$ cat src/rtl/adc_pkg.sv
// Shared definitions for the ADC channel averager: data width, channel codes
// and the tagged FIFO entry layout.
package adc_pkg;

  localparam int ADC_DATA_W = 24;

  // Channel tags carried alongside every averaged result
  localparam logic ADC_CH1 = 1'b0;
  localparam logic ADC_CH2 = 1'b1;

  // One FIFO entry: channel tag in the MSB, averaged sample below it
  typedef struct packed {
    logic                  ch;
    logic [ADC_DATA_W-1:0] data;
  } fifo_entry_t;

endpackage

$ cat src/rtl/adc_tag_fifo.sv
// Synchronous FIFO for tagged averaging results.
// Pointers carry one extra wrap bit so full and empty are distinguishable.
// A push into a full FIFO is dropped unless a pop happens in the same cycle;
// a dropped push raises a sticky overflow flag that only clear or reset lowers.
module adc_tag_fifo #(
  parameter int WIDTH = 25,
  parameter int DEPTH = 4,
  localparam int AW   = $clog2(DEPTH)
) (
  input  logic             clk,
  input  logic             rst_l,
  input  logic             clear,
  input  logic             push,
  input  logic [WIDTH-1:0] push_data,
  input  logic             pop,
  output logic [WIDTH-1:0] pop_data,
  output logic             full,
  output logic             empty,
  output logic [AW:0]      level,
  output logic             overflow
);

  localparam logic [AW:0] PTR_INC = {{AW{1'b0}}, 1'b1};

  logic [WIDTH-1:0] mem_q [DEPTH];
  logic [AW:0]      wr_ptr_q, wr_ptr_d;
  logic [AW:0]      rd_ptr_q, rd_ptr_d;
  logic             ovf_q, ovf_d;
  logic             pop_eff;
  logic             push_eff;
  logic             mem_we;

  assign empty    = (wr_ptr_q == rd_ptr_q);
  assign full     = (wr_ptr_q[AW] != rd_ptr_q[AW]) &&
                    (wr_ptr_q[AW-1:0] == rd_ptr_q[AW-1:0]);
  assign level    = wr_ptr_q - rd_ptr_q;
  assign pop_data = mem_q[rd_ptr_q[AW-1:0]];
  assign overflow = ovf_q;

  // Pointer and overflow next-state; clear overrides any push or pop
  always_comb begin
    wr_ptr_d = wr_ptr_q;
    rd_ptr_d = rd_ptr_q;
    ovf_d    = ovf_q;
    mem_we   = 1'b0;
    pop_eff  = pop & ~empty;
    push_eff = push & (~full | pop_eff);
    if (clear) begin
      wr_ptr_d = '0;
      rd_ptr_d = '0;
      ovf_d    = 1'b0;
    end else begin
      if (push_eff) begin
        mem_we   = 1'b1;
        wr_ptr_d = wr_ptr_q + PTR_INC;
      end else begin
        wr_ptr_d = wr_ptr_q;
      end
      if (pop_eff) begin
        rd_ptr_d = rd_ptr_q + PTR_INC;
      end else begin
        rd_ptr_d = rd_ptr_q;
      end
      if (push & ~push_eff) begin
        ovf_d = 1'b1;
      end else begin
        ovf_d = ovf_q;
      end
    end
  end

  // Pointer and sticky overflow registers
  always_ff @(posedge clk or negedge rst_l) begin
    if (!rst_l) begin
      wr_ptr_q <= '0;
      rd_ptr_q <= '0;
      ovf_q    <= 1'b0;
    end else begin
      wr_ptr_q <= wr_ptr_d;
      rd_ptr_q <= rd_ptr_d;
      ovf_q    <= ovf_d;
    end
  end

  // Entry storage; zeroed on reset so the head reads 0 before the first push
  always_ff @(posedge clk or negedge rst_l) begin
    if (!rst_l) begin
      for (int i = 0; i < DEPTH; i++) begin
        mem_q[i] <= '0;
      end
    end else if (mem_we) begin
      mem_q[wr_ptr_q[AW-1:0]] <= push_data;
    end
  end

endmodule

$ cat src/rtl/adc_chan_avg.sv
// Two-channel block averager for the ADC sample stream.
// Each channel accumulates 2**AVG_LOG2 samples, then pushes the floored mean,
// tagged with its channel, into adc_tag_fifo behind a valid/ready port.
// Optional feature macro ADC_AVG_OFFSET_EN: adds per-channel offset inputs that
// are subtracted (with saturation) from each mean before it is pushed.
module adc_chan_avg
  import adc_pkg::*;
#(
  parameter int DATA_W     = ADC_DATA_W,
  parameter int AVG_LOG2   = 4,
  parameter int FIFO_DEPTH = 4,
  localparam int LVL_W     = $clog2(FIFO_DEPTH) + 1
) (
  input  logic              clk,
  input  logic              rst_l,
  input  logic [DATA_W-1:0] in_data,
  input  logic              in_channel,
  input  logic              in_valid,
  input  logic              clear,
`ifdef ADC_AVG_OFFSET_EN
  input  logic [DATA_W-1:0] offset_ch1,
  input  logic [DATA_W-1:0] offset_ch2,
`endif
  output logic [DATA_W-1:0] out_data,
  output logic              out_channel,
  output logic              out_valid,
  input  logic              out_ready,
  output logic              overflow,
  output logic [LVL_W-1:0]  level
);

  localparam int ACC_W = DATA_W + AVG_LOG2;
  localparam logic [AVG_LOG2-1:0] CNT_LAST = {AVG_LOG2{1'b1}};
  localparam logic [AVG_LOG2-1:0] CNT_INC  = {{(AVG_LOG2-1){1'b0}}, 1'b1};

  logic signed [ACC_W-1:0]    acc_q [2];
  logic signed [ACC_W-1:0]    acc_d [2];
  logic        [AVG_LOG2-1:0] cnt_q [2];
  logic        [AVG_LOG2-1:0] cnt_d [2];

  logic signed [ACC_W-1:0]    sample_ext;
  logic signed [ACC_W-1:0]    sum;
  logic        [DATA_W-1:0]   result;
  logic        [DATA_W-1:0]   push_val;
  logic                       push;
  fifo_entry_t                push_entry;
  fifo_entry_t                pop_entry;
  logic                       fifo_full;
  logic                       fifo_empty;

`ifdef ADC_AVG_OFFSET_EN
  // a - b clamped to the signed DATA_W range
  function automatic logic [DATA_W-1:0] sat_sub(input logic [DATA_W-1:0] a,
                                                input logic [DATA_W-1:0] b);
    logic [DATA_W:0] diff;
    diff = {a[DATA_W-1], a} - {b[DATA_W-1], b};
    if (diff[DATA_W] != diff[DATA_W-1]) begin
      if (diff[DATA_W]) begin
        sat_sub = {1'b1, {(DATA_W-1){1'b0}}};
      end else begin
        sat_sub = {1'b0, {(DATA_W-1){1'b1}}};
      end
    end else begin
      sat_sub = diff[DATA_W-1:0];
    end
  endfunction
`endif

  // Sign-extended sample, running sum and floored mean for the sampled channel
  always_comb begin
    sample_ext = {{AVG_LOG2{in_data[DATA_W-1]}}, in_data};
    sum        = acc_q[in_channel] + sample_ext;
    result     = DATA_W'(sum >>> AVG_LOG2);
`ifdef ADC_AVG_OFFSET_EN
    if (in_channel == ADC_CH2) begin
      push_val = sat_sub(result, offset_ch2);
    end else begin
      push_val = sat_sub(result, offset_ch1);
    end
`else
    push_val = result;
`endif
    push_entry.ch   = in_channel;
    push_entry.data = push_val;
  end

  // Accumulator/counter next-state and FIFO push; clear wins over a sample
  always_comb begin
    acc_d = acc_q;
    cnt_d = cnt_q;
    push  = 1'b0;
    if (clear) begin
      acc_d[0] = '0;
      acc_d[1] = '0;
      cnt_d[0] = '0;
      cnt_d[1] = '0;
    end else if (in_valid) begin
      if (cnt_q[in_channel] == CNT_LAST) begin
        // Block complete: push the mean and restart, even if the FIFO drops it
        push              = 1'b1;
        acc_d[in_channel] = '0;
        cnt_d[in_channel] = '0;
      end else begin
        acc_d[in_channel] = sum;
        cnt_d[in_channel] = cnt_q[in_channel] + CNT_INC;
      end
    end else begin
      acc_d = acc_q;
      cnt_d = cnt_q;
    end
  end

  // Per-channel accumulator and sample-count registers
  always_ff @(posedge clk or negedge rst_l) begin
    if (!rst_l) begin
      acc_q[0] <= '0;
      acc_q[1] <= '0;
      cnt_q[0] <= '0;
      cnt_q[1] <= '0;
    end else begin
      acc_q <= acc_d;
      cnt_q <= cnt_d;
    end
  end

  adc_tag_fifo #(
    .WIDTH ($bits(fifo_entry_t)),
    .DEPTH (FIFO_DEPTH)
  ) u_fifo (
    .clk       (clk),
    .rst_l     (rst_l),
    .clear     (clear),
    .push      (push),
    .push_data (push_entry),
    .pop       (out_ready),
    .pop_data  (pop_entry),
    .full      (fifo_full),
    .empty     (fifo_empty),
    .level     (level),
    .overflow  (overflow)
  );

  assign out_valid   = ~fifo_empty;
  assign out_data    = pop_entry.data;
  assign out_channel = pop_entry.ch;

endmodule

$ cat config.mk
export PLATFORM = sky130hd
export DESIGN_NAME = adc_chan_avg
export DESIGN_NICKNAME = d
export VERILOG_FILES = /design/src/rtl/adc_pkg.sv /design/src/rtl/adc_tag_fifo.sv /design/src/rtl/adc_chan_avg.sv
export SDC_FILE = /design/constraint.sdc
export NUM_CORES = 1
export LEC_CHECK = 0
export BUFFER_PORTS_ARGS = -buffer_cell sky130_fd_sc_hd__buf_2
export CAP_MARGIN = 30
export CORE_UTILIZATION = 25
export DETAILED_ROUTE_END_ITERATION = 16
export GPL_TIMING_DRIVEN = 0
export SYNTH_ARGS = -nofsm -noshare
export SYNTH_HDL_FRONTEND = slang
export SYNTH_HIERARCHICAL = 1
export SYNTH_SLANG_ARGS = --single-unit
export TNS_END_PERCENT = 1
$ cat constraint.sdc
create_clock -name clk -period 5.3 [get_ports clk]
set_input_delay 1.06 -clock clk [delete_from_list [all_inputs] [get_ports clk]]
set_output_delay 1.06 -clock clk [all_outputs]
set_load 0.05 [all_outputs]
Word level (Yosys, flattened, before mapping)
Index checks and enable logic that the tools add are counted.
{"block": "word_totals", "register_bits": 171, "in_bits": 30, "out_inout_bits": 30}
{"block": "op_classes", "addsub": 5, "order_cmp": 5, "eq_ne": 4, "mux": 35, "n_bitwise": 14, "n_reduce_logical": 7}
{"operator": "56-bit 2-to-1 mux", "n": 3}
{"operator": "28-bit 2-to-1 mux", "n": 4}
{"operator": "100-bit bitwise mux", "n": 1}
{"operator": "25-bit 2-to-1 mux", "n": 3}
{"operator": "56-bit AND", "n": 1}
{"operator": "56-bit bitwise mux", "n": 1}
{"operator": "56-bit NOT", "n": 1}
{"operator": "25-bit binary-select mux with 2-bit select", "n": 1}
{"operator": "25-bit demux with 2-bit select", "n": 1}
{"operator": "28-bit by 24-bit adder with 28-bit output", "n": 1}
{"operator": "28-bit demux with 1-bit select", "n": 1}
{"operator": "8-bit 2-to-1 mux", "n": 3}
{"operator": "4-bit 2-to-1 mux", "n": 4}
{"operator": "3-bit 2-to-1 mux", "n": 4}
{"operator": "8-bit AND", "n": 1}
{"operator": "8-bit bitwise mux", "n": 1}
{"operator": "8-bit NOT", "n": 1}
{"operator": "2-bit nonzero test", "n": 4}
{"operator": "1-bit 2-to-1 mux", "n": 7}
{"operator": "3-bit by 1-bit adder with 3-bit output, second input constant", "n": 2}
{"operator": "3-bit greater-or-equal comparator, second input constant", "n": 2}
{"operator": "2-bit NOT with 3-bit output", "n": 2}
{"operator": "4-bit by 1-bit adder with 4-bit output, second input constant", "n": 1}
{"operator": "4-bit demux with 1-bit select", "n": 1}
{"operator": "13 further kinds", "n": 19}

Logic depth before layout (Yosys ltp)
{"block": "depth", "ltp_word": 13, "mapped_depth": 13}

By module
Netlist, hierarchy kept.
{"mod": "adc_tag_fifo", "instances": 1, "cells_each": 304, "area_each_um2": 5268.8, "seq_area_each_um2": 2677.6}
{"mod": "adc_chan_avg", "instances": 1, "cells_each": 432, "area_each_um2": 4290.4, "seq_area_each_um2": 1601.5}

Least setup slack after synthesis
Ideal clock, no wire load.
{"block": "synth_path", "path_kind": "input -> register", "from": "input in_channel", "to": "register u_fifo/mem_q[23] (netlist name)", "setup_ps": 125, "arrival_time_ps": 3944, "required_time_ps": 5175, "setup_slack_ps": 1231, "stages": 12, "path_buffers": 2, "path_cell_list": "clkbuf_1 > clkbuf_1 > mux2_2 > ha_1 > a21o_1 > a31o_2 > o211ai_2 > o211ai_2 > a211oi_2 > o21a_1 > nor2_1 > mux2_4"}
{"block": "synth_between", "word_cells_on_any_way": 16, "classes_between": "add/sub (1); eq/ne (1); mux (12); bitwise (2)"}
{"item": "start, declared", "line": "adc_chan_avg.sv:17", "source": "input logic in_channel,"}
{"item": "1-bit NOT with 2-bit output (not written as such)", "line": "adc_chan_avg.sv:72", "source": "sum = acc_q[in_channel] + sample_ext;"}
{"item": "28-bit 2-to-1 mux (not written as such) (3 in a row)", "line": "adc_chan_avg.sv:72"}
{"item": "28-bit by 24-bit adder with 28-bit output", "line": "adc_chan_avg.sv:72"}
{"item": "named net sum[27]", "line": "adc_chan_avg.sv:42", "source": "logic signed [ACC_W-1:0] sum;"}
{"item": "100-bit bitwise mux", "line": "adc_tag_fifo.sv:92", "source": "mem_q[wr_ptr_q[AW-1:0]] <= push_data;"}
{"item": "end signal, assigned by index", "line": "adc_tag_fifo.sv:92"}
{"item": "end, declared", "line": "adc_tag_fifo.sv:25", "source": "logic [WIDTH-1:0] mem_q [DEPTH];"}
The timed path passes the listed nets, and every way through them passes these cells. The select of a mux whose other input is x is not followed.
A chain may end at the register's enable or synchronous reset.

Worst setup path after layout
{"block": "layout_path", "from": "input in_channel", "to": "register acc_q[22] (netlist name)"}
{"block": "layout_between", "word_cells_on_any_way": 20, "classes_between": "add/sub (1); order compare (2); eq/ne (1); mux (12); bitwise (3); reduce/logical (1)"}
{"item": "1-bit NOT with 2-bit output (not written as such)", "line": "adc_chan_avg.sv:72"}
{"item": "28-bit 2-to-1 mux (not written as such) (3 in a row)", "line": "adc_chan_avg.sv:72"}
{"item": "28-bit by 24-bit adder with 28-bit output", "line": "adc_chan_avg.sv:72"}
{"item": "named net sum[22]", "line": "adc_chan_avg.sv:42"}
{"item": "56-bit bitwise mux", "line": "adc_chan_avg.sv:104", "source": "acc_d[in_channel] = sum;"}
{"item": "56-bit 2-to-1 mux", "line": "adc_chan_avg.sv:98", "source": "if (cnt_q[in_channel] == CNT_LAST) begin"}
{"item": "56-bit 2-to-1 mux", "line": "adc_chan_avg.sv:97", "source": "end else if (in_valid) begin"}
{"item": "56-bit 2-to-1 mux", "line": "adc_chan_avg.sv:92", "source": "if (clear) begin"}
{"item": "end, declared", "line": "adc_chan_avg.sv:36", "source": "logic signed [ACC_W-1:0] acc_q [2];"}
The timed path passes the listed nets, and every way through them passes these cells. The select of a mux whose other input is x is not followed.

==> results.md <==
* Nets at roughly 880
* DP Area at 0.0105 sq mm
* Routed vias/inst at 4.62
* H-Tree Depth at 4
* Worst skew pair latency at 430 ps
* Reg area at 0.00428 sq mm
* Critical Path Start Type: input pin
* Max Clock Freq at 0.213 GHz
* Static leakage at between 5 and 6 nW
* Post-route minimum period at 4700 ps
* 1st-pass router iterations at 5
* Yosys warnings at 6
* Setup slack, reg-to-reg at 1960 ps
* DIE AREA at 0.0390 sq mm
* Chip Width at 197 microns
* Final ANT Viol Nets at 0
* Critical path fanouts, max at 10
* Worst-Margin Slew at 936 ps
* CTS sink count at 171
* Largest net degree at the start of global routing at ~120
* I/O Buffers at 59
* Via Count at roughly 6200
* GR Overflow Total at 0
* Final Slew Violations at 0
* Tot GR Track Use at 0.126
* RSZ-0062 raised after global routing: false
* Max cap viols at 0
* Synthesis-to-finish area growth at 16.4%
* CTS tree: done
* Final Setup Violations at 0
* Crit. End Element: register
* Final hold vios at 0
* Starting Density at 0.254
* Fill cells at 3837
* PD cells at 281 mW/mm^2
* Chip height at 197 microns
* Vias in the first global route at 6509
* CP Launch Point: in_channel
* DR WL/cell at 17.6 microns
* Worst Setup EP: acc_q[22]
* Post-CTS resize count at 0
* Multi-input gate area at between 0.004 and 0.005 sq mm
* Setup WS pre-CTS at 177 ps
* Final WL at 23600 microns
* Core area at 0.0377 sq mm
* WP data required at 5660 ps
* DR DRC count at 0
* Post-synthesis cell count at 735
* Worst vdd rail ir drop at approximately 0.20 mV
* Hold/Removal Path Class: register to register
* Detailed placement HPWL at 17300 microns
* Share of cells above drive strength 1 at 0.342
* Status: finished, final reports clean
* Final hold slack at 484 ps
* CP Data Arrival Time at 5050 ps
* Finished Cell Area at 0.0111 sq mm
* Reg2reg path depth at 9
* CTS root buf: clkbuf_16
* R2r startpoint: u_fifo/rd_ptr_q[1]
* Tcrit/Tclk final at 0.886
* Slew margin rel. at 0.371
* Routability cong. at 0.796
* Drt first-iter violations at 380
* Boundary Pins at 60
* Final WS setup at 602 ps
* Post-layout util at 0.295
* Hold path cells at 2
* Setup TNS at 0 ps
* Clk buf depth at 2
* Rows at roughly 70
* Critical path type: input pin to register
* Mapped cell area at 0.00955 sq mm
* Clk slew on worst S/H paths at 70 ps
* Avg Cell Area, Syn at 13.0 sq um
* Hold-fix buffers at CTS at 0
* Setup bufs post-CTS at 0
* CTS Buf Count at 17
* Syn Nets at about 800
* Reg-to-reg endpoint: u_fifo/mem_q[11]
* Initial antenna violation count at 1
* Clock Skew at 18.3 ps
* First-pass GRT wire length at 38000 microns
## cell usage in the layout (no fill, tap or decap), drive strengths merged, types with 16 or more instances in the layout
cell type,n
o21ai,25
mux4,25
dfrtp,171
nand2,40
buf,76
xnor2,16
clkbuf,41
inv,23
mux2,133
nor2,33
ha,35
a21oi,33
a22o,52
## through the flow
stage / std cells / total power, W
6_report: 1340 / 0.00312
5_1_grt: 1338 / 0.00326
4_1_cts: 1338 / 0.00315
3_5_place_dp: 1306 / 0.00188
3_3_place_gp: 1305 / 0.00186
2_1_floorplan: 735 / 0.00171
## final cells by class
class | count | area share
timing repair buffer | 60 | 0.0299
buffer | 38 | 0.0198
multi-input combinational | 509 | 0.449
sequential | 171 | 0.385
tap | 511 | 0.0575
clock inverter | 13 | 0.0141
inverter | 17 | 0.00574
clock buffer | 19 | 0.0389
antenna | 2 | 0.000450
## worst max-delay path: stages
cell and delay [ps]:
buf_2 160, clkbuf_1 420, clkbuf_1 500, mux2_2 260, ha_1 200, inv_1 70
fa_1 410, nor2b_1 180, o2111ai_1 210, a21oi_1 300, nor3_2 120, o31ai_1 250
xor2_1 650, a22o_1 270
## per-layer routing
| layer | wire length [microns] | global-route usage | share of wire |
|---|---|---|---|
| met5 | 0 | 0 | 0 |
| met4 | 134 | 0.0261 | 0.0057 |
| met3 | 707 | 0.0242 | 0.030 |
| met1 | 11700 | 0.177 | 0.50 |
| met2 | 11000 | 0.201 | 0.47 |
## state kept, by name, indices dropped and copies added, names as in the netlist
name / cells
u_fifo/mem_q: 100
u_fifo/wr_ptr_q: 3
cnt_q: 8
u_fifo/overflow: 1
u_fifo/rd_ptr_q: 3
acc_q: 56
## power breakdown
group	switching [W]	internal [W]	total (W)
Clock	0.000561	0.000710	0.00127
Combinational	0.000325	0.000166	0.000491
Sequential	0.0000196	0.00134	0.00136
Total	0.000906	0.00222	0.00312
## how the worst min path moves through the flow
stage / from / slack [ps] / endpoint
after global routing: acc_q[1] / 520 / acc_q[1]
after floorplan: acc_q[19] / 440 / acc_q[19]
after detailed placement: acc_q[55] / 470 / acc_q[55]
after global placement: acc_q[19] / 460 / acc_q[19]
final: acc_q[55] / 480 / acc_q[55]
after CTS: acc_q[55] / 490 / acc_q[55]
(Power assumes the default switching activity.)
